File: config.mk
export PLATFORM = sky130hd
export DESIGN_NAME = j_column_loader
export DESIGN_NICKNAME = d
export VERILOG_FILES = /design/src/rtl/matmul_pkg.sv /design/src/rtl/j_column_buffer.sv /design/src/rtl/j_column_loader.sv
export SDC_FILE = /design/constraint.sdc
export NUM_CORES = 1
export LEC_CHECK = 0
export CORE_AREA = 5 5 98 100
export CTS_CLUSTER_SIZE = 8
export DETAILED_ROUTE_END_ITERATION = 7
export DIE_AREA = 0 0 103 105
export PLACE_DENSITY = 0.75
export SYNTH_ARGS = -nofsm -noshare
export SYNTH_HDL_FRONTEND = slang
export SYNTH_SLANG_ARGS = --single-unit
File: constraint.sdc
create_clock -name clk -period 8.55 [get_ports clk]
set_input_delay 1.2825 -clock clk [delete_from_list [all_inputs] [get_ports clk]]
set_output_delay 1.2825 -clock clk [all_outputs]
set_load 0.005 [all_outputs]
File: src/rtl/matmul_pkg.sv
// Shared types and default sizes for the J*sigma multiply datapath.
package matmul_pkg;

  localparam int DEF_VECTOR_WIDTH = 8;
  localparam int DEF_N            = 4;
  localparam int COL_IDX_W        = $clog2(DEF_VECTOR_WIDTH);

  typedef logic signed [DEF_N-1:0] j_elem_t;

  typedef enum logic {
    IDLE,
    STREAM
  } loader_state_e;

endpackage

File: src/rtl/j_column_buffer.sv
// One J column register bank: rows are written one at a time, and a full flag
// marks the column as ready to drain. The loader keeps two of these for ping-pong.
module j_column_buffer
  import matmul_pkg::*;
#(
  parameter int VECTOR_WIDTH = DEF_VECTOR_WIDTH,
  parameter int N            = DEF_N
) (
  input  logic                            clk,
  input  logic                            rst,
  input  logic                            wr_en,
  input  logic [$clog2(VECTOR_WIDTH)-1:0] wr_row,
  input  logic signed [N-1:0]             wr_data,
  input  logic                            set_full,
  input  logic                            clear,
  output logic signed [N-1:0]             data [VECTOR_WIDTH],
  output logic                            full
);

  // Row storage; reset clears the bank so an empty loader presents zeros.
  always_ff @(posedge clk or posedge rst) begin
    if (rst) begin
      for (int r = 0; r < VECTOR_WIDTH; r++) begin
        data[r] <= '0;
      end
    end else if (wr_en) begin
      data[wr_row] <= wr_data;
    end
  end

  // Full flag: set when the last row lands, cleared when the column is consumed.
  // The loader never sets and clears the same bank in one cycle.
  always_ff @(posedge clk or posedge rst) begin
    if (rst) begin
      full <= 1'b0;
    end else if (set_full) begin
      full <= 1'b1;
    end else if (clear) begin
      full <= 1'b0;
    end
  end

endmodule

File: src/rtl/j_column_loader.sv
// Deserialises a stream of J elements into whole columns using a ping-pong
// pair of column buffers, and presents each column with its index and the
// frame's latched sigma vector over a valid/ready handshake.
module j_column_loader
  import matmul_pkg::*;
#(
  parameter int VECTOR_WIDTH = DEF_VECTOR_WIDTH,
  parameter int N            = DEF_N
) (
  input  logic                            clk,
  input  logic                            rst,
  input  logic                            sigma_valid,
  output logic                            sigma_ready,
  input  logic [VECTOR_WIDTH-1:0]         sigma_in,
  input  logic                            elem_valid,
  output logic                            elem_ready,
  input  logic signed [N-1:0]             elem_data,
  output logic                            col_valid,
  input  logic                            col_ready,
  output logic signed [N-1:0]             J_Column [VECTOR_WIDTH],
  output logic [$clog2(VECTOR_WIDTH)-1:0] col_index,
  output logic [VECTOR_WIDTH-1:0]         sigma_vector,
  output logic                            frame_done
);

  localparam int                IDX_W    = $clog2(VECTOR_WIDTH);
  localparam logic [IDX_W-1:0]  LAST_IDX = IDX_W'(VECTOR_WIDTH - 1);
  localparam logic [IDX_W:0]    COLS_MAX = (IDX_W + 1)'(VECTOR_WIDTH);

  loader_state_e    state;
  logic             fill_ptr;
  logic             drain_ptr;
  logic [IDX_W-1:0] row_cnt;
  logic [IDX_W:0]   cols_filled;

  logic             elem_hs;
  logic             col_hs;
  logic             last_row;
  logic [1:0]       buf_full;
  logic [1:0]       buf_wr_en;
  logic [1:0]       buf_set_full;
  logic [1:0]       buf_clear;
  logic             full0;
  logic             full1;

  logic signed [N-1:0] buf0_data [VECTOR_WIDTH];
  logic signed [N-1:0] buf1_data [VECTOR_WIDTH];

  assign buf_full = {full1, full0};

  // Ready/valid are decoded purely from registers, so a drain in this cycle
  // only frees the fill side from the next cycle on.
  assign elem_ready = (state == STREAM) && !buf_full[fill_ptr] && (cols_filled < COLS_MAX);
  assign col_valid  = buf_full[drain_ptr];
  assign elem_hs    = elem_valid && elem_ready;
  assign col_hs     = col_valid && col_ready;
  assign last_row   = (row_cnt == LAST_IDX);

  // Route write, fill-complete and drain strobes to the addressed bank.
  always_comb begin
    buf_wr_en    = '0;
    buf_set_full = '0;
    buf_clear    = '0;
    if (elem_hs) begin
      buf_wr_en[fill_ptr]    = 1'b1;
      buf_set_full[fill_ptr] = last_row;
    end
    if (col_hs) begin
      buf_clear[drain_ptr] = 1'b1;
    end
  end

  // Present the drain-side bank; it cannot change while it is full.
  always_comb begin
    for (int r = 0; r < VECTOR_WIDTH; r++) begin
      J_Column[r] = drain_ptr ? buf1_data[r] : buf0_data[r];
    end
  end

  j_column_buffer #(
    .VECTOR_WIDTH (VECTOR_WIDTH),
    .N            (N)
  ) u_buf0 (
    .clk      (clk),
    .rst      (rst),
    .wr_en    (buf_wr_en[0]),
    .wr_row   (row_cnt),
    .wr_data  (elem_data),
    .set_full (buf_set_full[0]),
    .clear    (buf_clear[0]),
    .data     (buf0_data),
    .full     (full0)
  );

  j_column_buffer #(
    .VECTOR_WIDTH (VECTOR_WIDTH),
    .N            (N)
  ) u_buf1 (
    .clk      (clk),
    .rst      (rst),
    .wr_en    (buf_wr_en[1]),
    .wr_row   (row_cnt),
    .wr_data  (elem_data),
    .set_full (buf_set_full[1]),
    .clear    (buf_clear[1]),
    .data     (buf1_data),
    .full     (full1)
  );

  // Frame sequencer: sigma capture in IDLE, fill/drain bookkeeping in STREAM.
  always_ff @(posedge clk or posedge rst) begin
    if (rst) begin
      state        <= IDLE;
      sigma_ready  <= 1'b0;
      sigma_vector <= '0;
      fill_ptr     <= 1'b0;
      drain_ptr    <= 1'b0;
      row_cnt      <= '0;
      cols_filled  <= '0;
      col_index    <= '0;
      frame_done   <= 1'b0;
    end else begin
      frame_done <= 1'b0;
      case (state)
        IDLE: begin
          sigma_ready <= 1'b1;
          if (sigma_valid && sigma_ready) begin
            sigma_vector <= sigma_in;
            sigma_ready  <= 1'b0;
            state        <= STREAM;
          end
        end

        STREAM: begin
          sigma_ready <= 1'b0;

          if (elem_hs) begin
            if (last_row) begin
              row_cnt     <= '0;
              fill_ptr    <= ~fill_ptr;
              cols_filled <= cols_filled + 1'b1;
            end else begin
              row_cnt <= row_cnt + 1'b1;
            end
          end

          if (col_hs) begin
            drain_ptr <= ~drain_ptr;
            if (col_index == LAST_IDX) begin
              // Every column has been filled by now, so nothing is in flight
              // on the fill side; restart all counters for the next frame.
              col_index   <= '0;
              frame_done  <= 1'b1;
              state       <= IDLE;
              sigma_ready <= 1'b1;
              cols_filled <= '0;
              row_cnt     <= '0;
              fill_ptr    <= 1'b0;
              drain_ptr   <= 1'b0;
            end else begin
              col_index <= col_index + 1'b1;
            end
          end
        end

        default: begin
          state <= IDLE;
        end
      endcase
    end
  end

endmodule

==> impl_metrics.ini <==
[outcome]
status = finished clean

[synthesis]
synth_simple_gate_area_share_pct = 8.44
synthDistinctLibCells = 41
synth_edf_count = 0
syn_inst = 303
synth-compound-area-share_pct = 3.40
syn_avg_cell_area_um2 = 13.9
netlist_area_mm2 = 0.00420
async_flop_share_pct = 100
synth_xor_area_share_pct = 0
yosys-mux-area-fraction_pct = 30.7
ys.flop_type = dfrtp_1
ys_seq_area_share_pct = 53.1
synth_seq_cells = 89
synth_top_family_by_area = multiplexers
yosysWarningCount = 0
synthAdderAreaFrac_pct = 1.79
syn-num-nets = 326

[routing]
viasPerCell = 5.52
drt_iter0_drc = 98
vias = 2620
routed_wl_um = 8420
ant_nets = 0
drc_errors = 0
firstDrtPassIters = 4
route.detailed.wl_per_inst_um = 17.7

[final_layout]
design_area_mm2 = 0.00509
final_nets = 385
area_growth_pct = 21.3
fill_cells = 721
seq_area_mm2 = 0.00223
final_layout_size_suffix_gt1_share_pct = 36.5
multi_input_area_mm2 = 0.00186
num_antenna_cells = 0

[placement]
post_dp_cell_area_mm2 = 0.00490
place.gp.congestion = 0.804
portBuffers = 63
dpl.hpwl_um = 5840

[clock_tree]
path_clk_slew_ns = 0.09
clk_latency_ns = 0.36
cts_setup_buffers = 0
cts_max_path_buffers = 2
cts_tree = done
cts-resized-gates = 0
htreeDepth = 3
cts_root_buffer = clkbuf_8
cts_made_buffers = 9
postCtsHoldBufs = 0
cts.sinks = 89

[global_routing]
grt_max_degree = 90
grt_pass1_wl_um = 14300
grt.overflow.total = 0
antenna_found_initial = 0
first_global_vias = 2784
grt_usage_pct = 16.7

[worst_setup_path]
crit_type = flop to primary output
crit_path_max_incr_delay_ns = 0.84
cp_max_fo = 20
startpoint_type = flop
crit_buf_inv = 2
worstPathArrival_ns = 2.44
crit_family = buffers and inverters
cp_slowest_cell = dfrtp_1
cp-end-kind = primary output
critPathRequiredTime_ns = 7.27
crit_chain = buf_4 -> mux2_2 -> clkdlybuf4s50_1

[sta]
hold_viol_final = 0
max_freq_ghz = 0.268
min_period_ns = 3.73
tns_ns = 0
fin_skew_ns = 0.0114
slew_violations = 0
post-route-period-util_pct = 43.6
finalSetupViolations = 0
worst_pin_slew_ns = 1.13
relSlewSlack_pct = 24.6
rsz0062_at_grt = no

[floorplan]
io_pins = 64
start_util_pct = 48.8
die_x_um = 103
fp.dieArea_mm2 = 0.0108
coreArea_mm2 = 0.00859
num_rows = 34
dieHeight_um = 105

[pwr]
powerDensity_mw_per_mm2 = 337
total_power_uw = 1720
p_leak_uw = 0.00230
peakVddDrop_v = 0.000158

[flow_run]
maxCapViolCount = 0

[min_path]
worstHoldPathType = flop to flop
[synth_stat cells (2+ instances only)]
master | count | area (um^2)
mux2_4 | 8 | 120
o21ai_0 | 7 | 35.0
nor4bb_1 | 2 | 20.0
or4_1 | 2 | 15.0
nand2_1 | 11 | 41.3
nand3b_1 | 4 | 30.0
nor3b_1 | 2 | 15.0
and3_1 | 2 | 12.5
o31ai_1 | 3 | 22.5
buf_1 | 3 | 11.3
clkbuf_1 | 9 | 33.8
a31oi_1 | 2 | 12.5
buf_2 | 3 | 15.0
a21oi_1 | 2 | 10.0
or4_4 | 2 | 22.5
nor2_1 | 6 | 22.5
nand3_1 | 3 | 15.0
mux2i_1 | 3 | 30.0
nor4_4 | 2 | 42.5
buf_6 | 2 | 22.5
a32o_1 | 2 | 20.0
inv_1 | 7 | 26.3
nand2b_1 | 3 | 18.8
mux2_2 | 100 | 1130
nor3_1 | 2 | 10.0
nand4_1 | 3 | 18.8
dfrtp_1 | 89 | 2230
ha_1 | 6 | 75.1
[routing by layer]
metal	wire [um]	part of all wire, %	global-route usage [%]	up-vias
met5	0	0	0	-
met4	127	1.5	4.16	0
met3	377	4.5	4.53	10
met2	4090	49	25.8	53
met1	3830	45	23.3	1333
li1	-	-	-	1224
[power by group]
part | total, uW | leakage [uW] | internal [uW] | switching (uW)
registers | 720 | 0.00115 | 589 | 130
clock network | 291 | 0.000101 | 137 | 154
logic | 705 | 0.00105 | 479 | 226
total | 1720 | 0.00230 | 1210 | 511
[flip-flops by register name (all words and copies together) (netlist names)]
signal        flops
col_index         3
u_buf1.full       1
frame_done        1
drain_ptr         1
fill_ptr          1
sigma_vector      8
sigma_ready       1
u_buf1.data      32
state             1
cols_filled       4
u_buf0.full       1
u_buf0.data      32
row_cnt           3
[through the flow]
stage | setup slack [ns] | hold WS (ns) | util (%) | std cells
2_1_floorplan | 4.96 | 0.474 | - | 303
4_1_cts | 4.77 | 0.511 | 59.2 | 475
3_3_place_gp | 5.14 | 0.481 | 57.0 | 459
6_report | 4.82 | 0.507 | 59.2 | 475
3_5_place_dp | 5.06 | 0.489 | 57.0 | 459
5_1_grt | 4.71 | 0.523 | 59.2 | 475
[worst paths after layout]
check                                     start              end  slack (ns)  cells after the start
min in group asynchronous                   rst     col_index[2]        1.58                      3
worst min register to register  u_buf1.data[23]  u_buf1.data[23]        0.51                      1
max in group asynchronous                   rst   cols_filled[2]        6.22                      3
worst max register to register            state  u_buf1.data[28]        6.29                      3
worst max-delay path                  drain_ptr      J_Column[1]        4.82                      3
worst min-delay path            u_buf1.data[23]  u_buf1.data[23]        0.51                      1
[area by class of cell]
class	instances	share of cell area, %
sequential	89	43.7
multi-input combinational	190	36.6
timing repair buffer	65	12.7
tap	108	2.65
clock buffer	10	2.51
clock inverter	6	1.30
inverter	7	0.541
[worst register-to-register path, cell delays in order (launching register included)]
cell and delay [ns]:
dfrtp_1 0.54, nand3b_1 0.51, nor4b_2 0.70, mux2_2 0.41
[cell usage in the layout, fill, tap and decap left out, types with 3 or more instances in the layout]
| cell | n |
|---|---|
| mux2i_1 | 3 |
| nor2_1 | 6 |
| nand2b_1 | 3 |
| nand2_1 | 11 |
| o31ai_1 | 3 |
| clkbuf_8 | 9 |
| ha_1 | 6 |
| o21ai_0 | 7 |
| clkinv_2 | 3 |
| nand3_1 | 3 |
| mux2_4 | 8 |
| nand3b_1 | 4 |
| mux2_2 | 100 |
| nand4_1 | 3 |
| clkdlybuf4s50_1 | 63 |
| inv_1 | 6 |
| dfrtp_1 | 89 |
[cell families (layout without fill, tap and decap cells)]
| group | count (synthesis) | after routing |
|---|---|---|
| muxes | 112 | 112 |
| adders and majority gates | 6 | 6 |
| DFF | 89 | 89 |
| buffers and inverters | 24 | 88 |
| AOI/OAI and AO/OA | 21 | 21 |
| and+or+nand+nor | 51 | 51 |
Note: power is estimated with default switching activity, not from simulation.
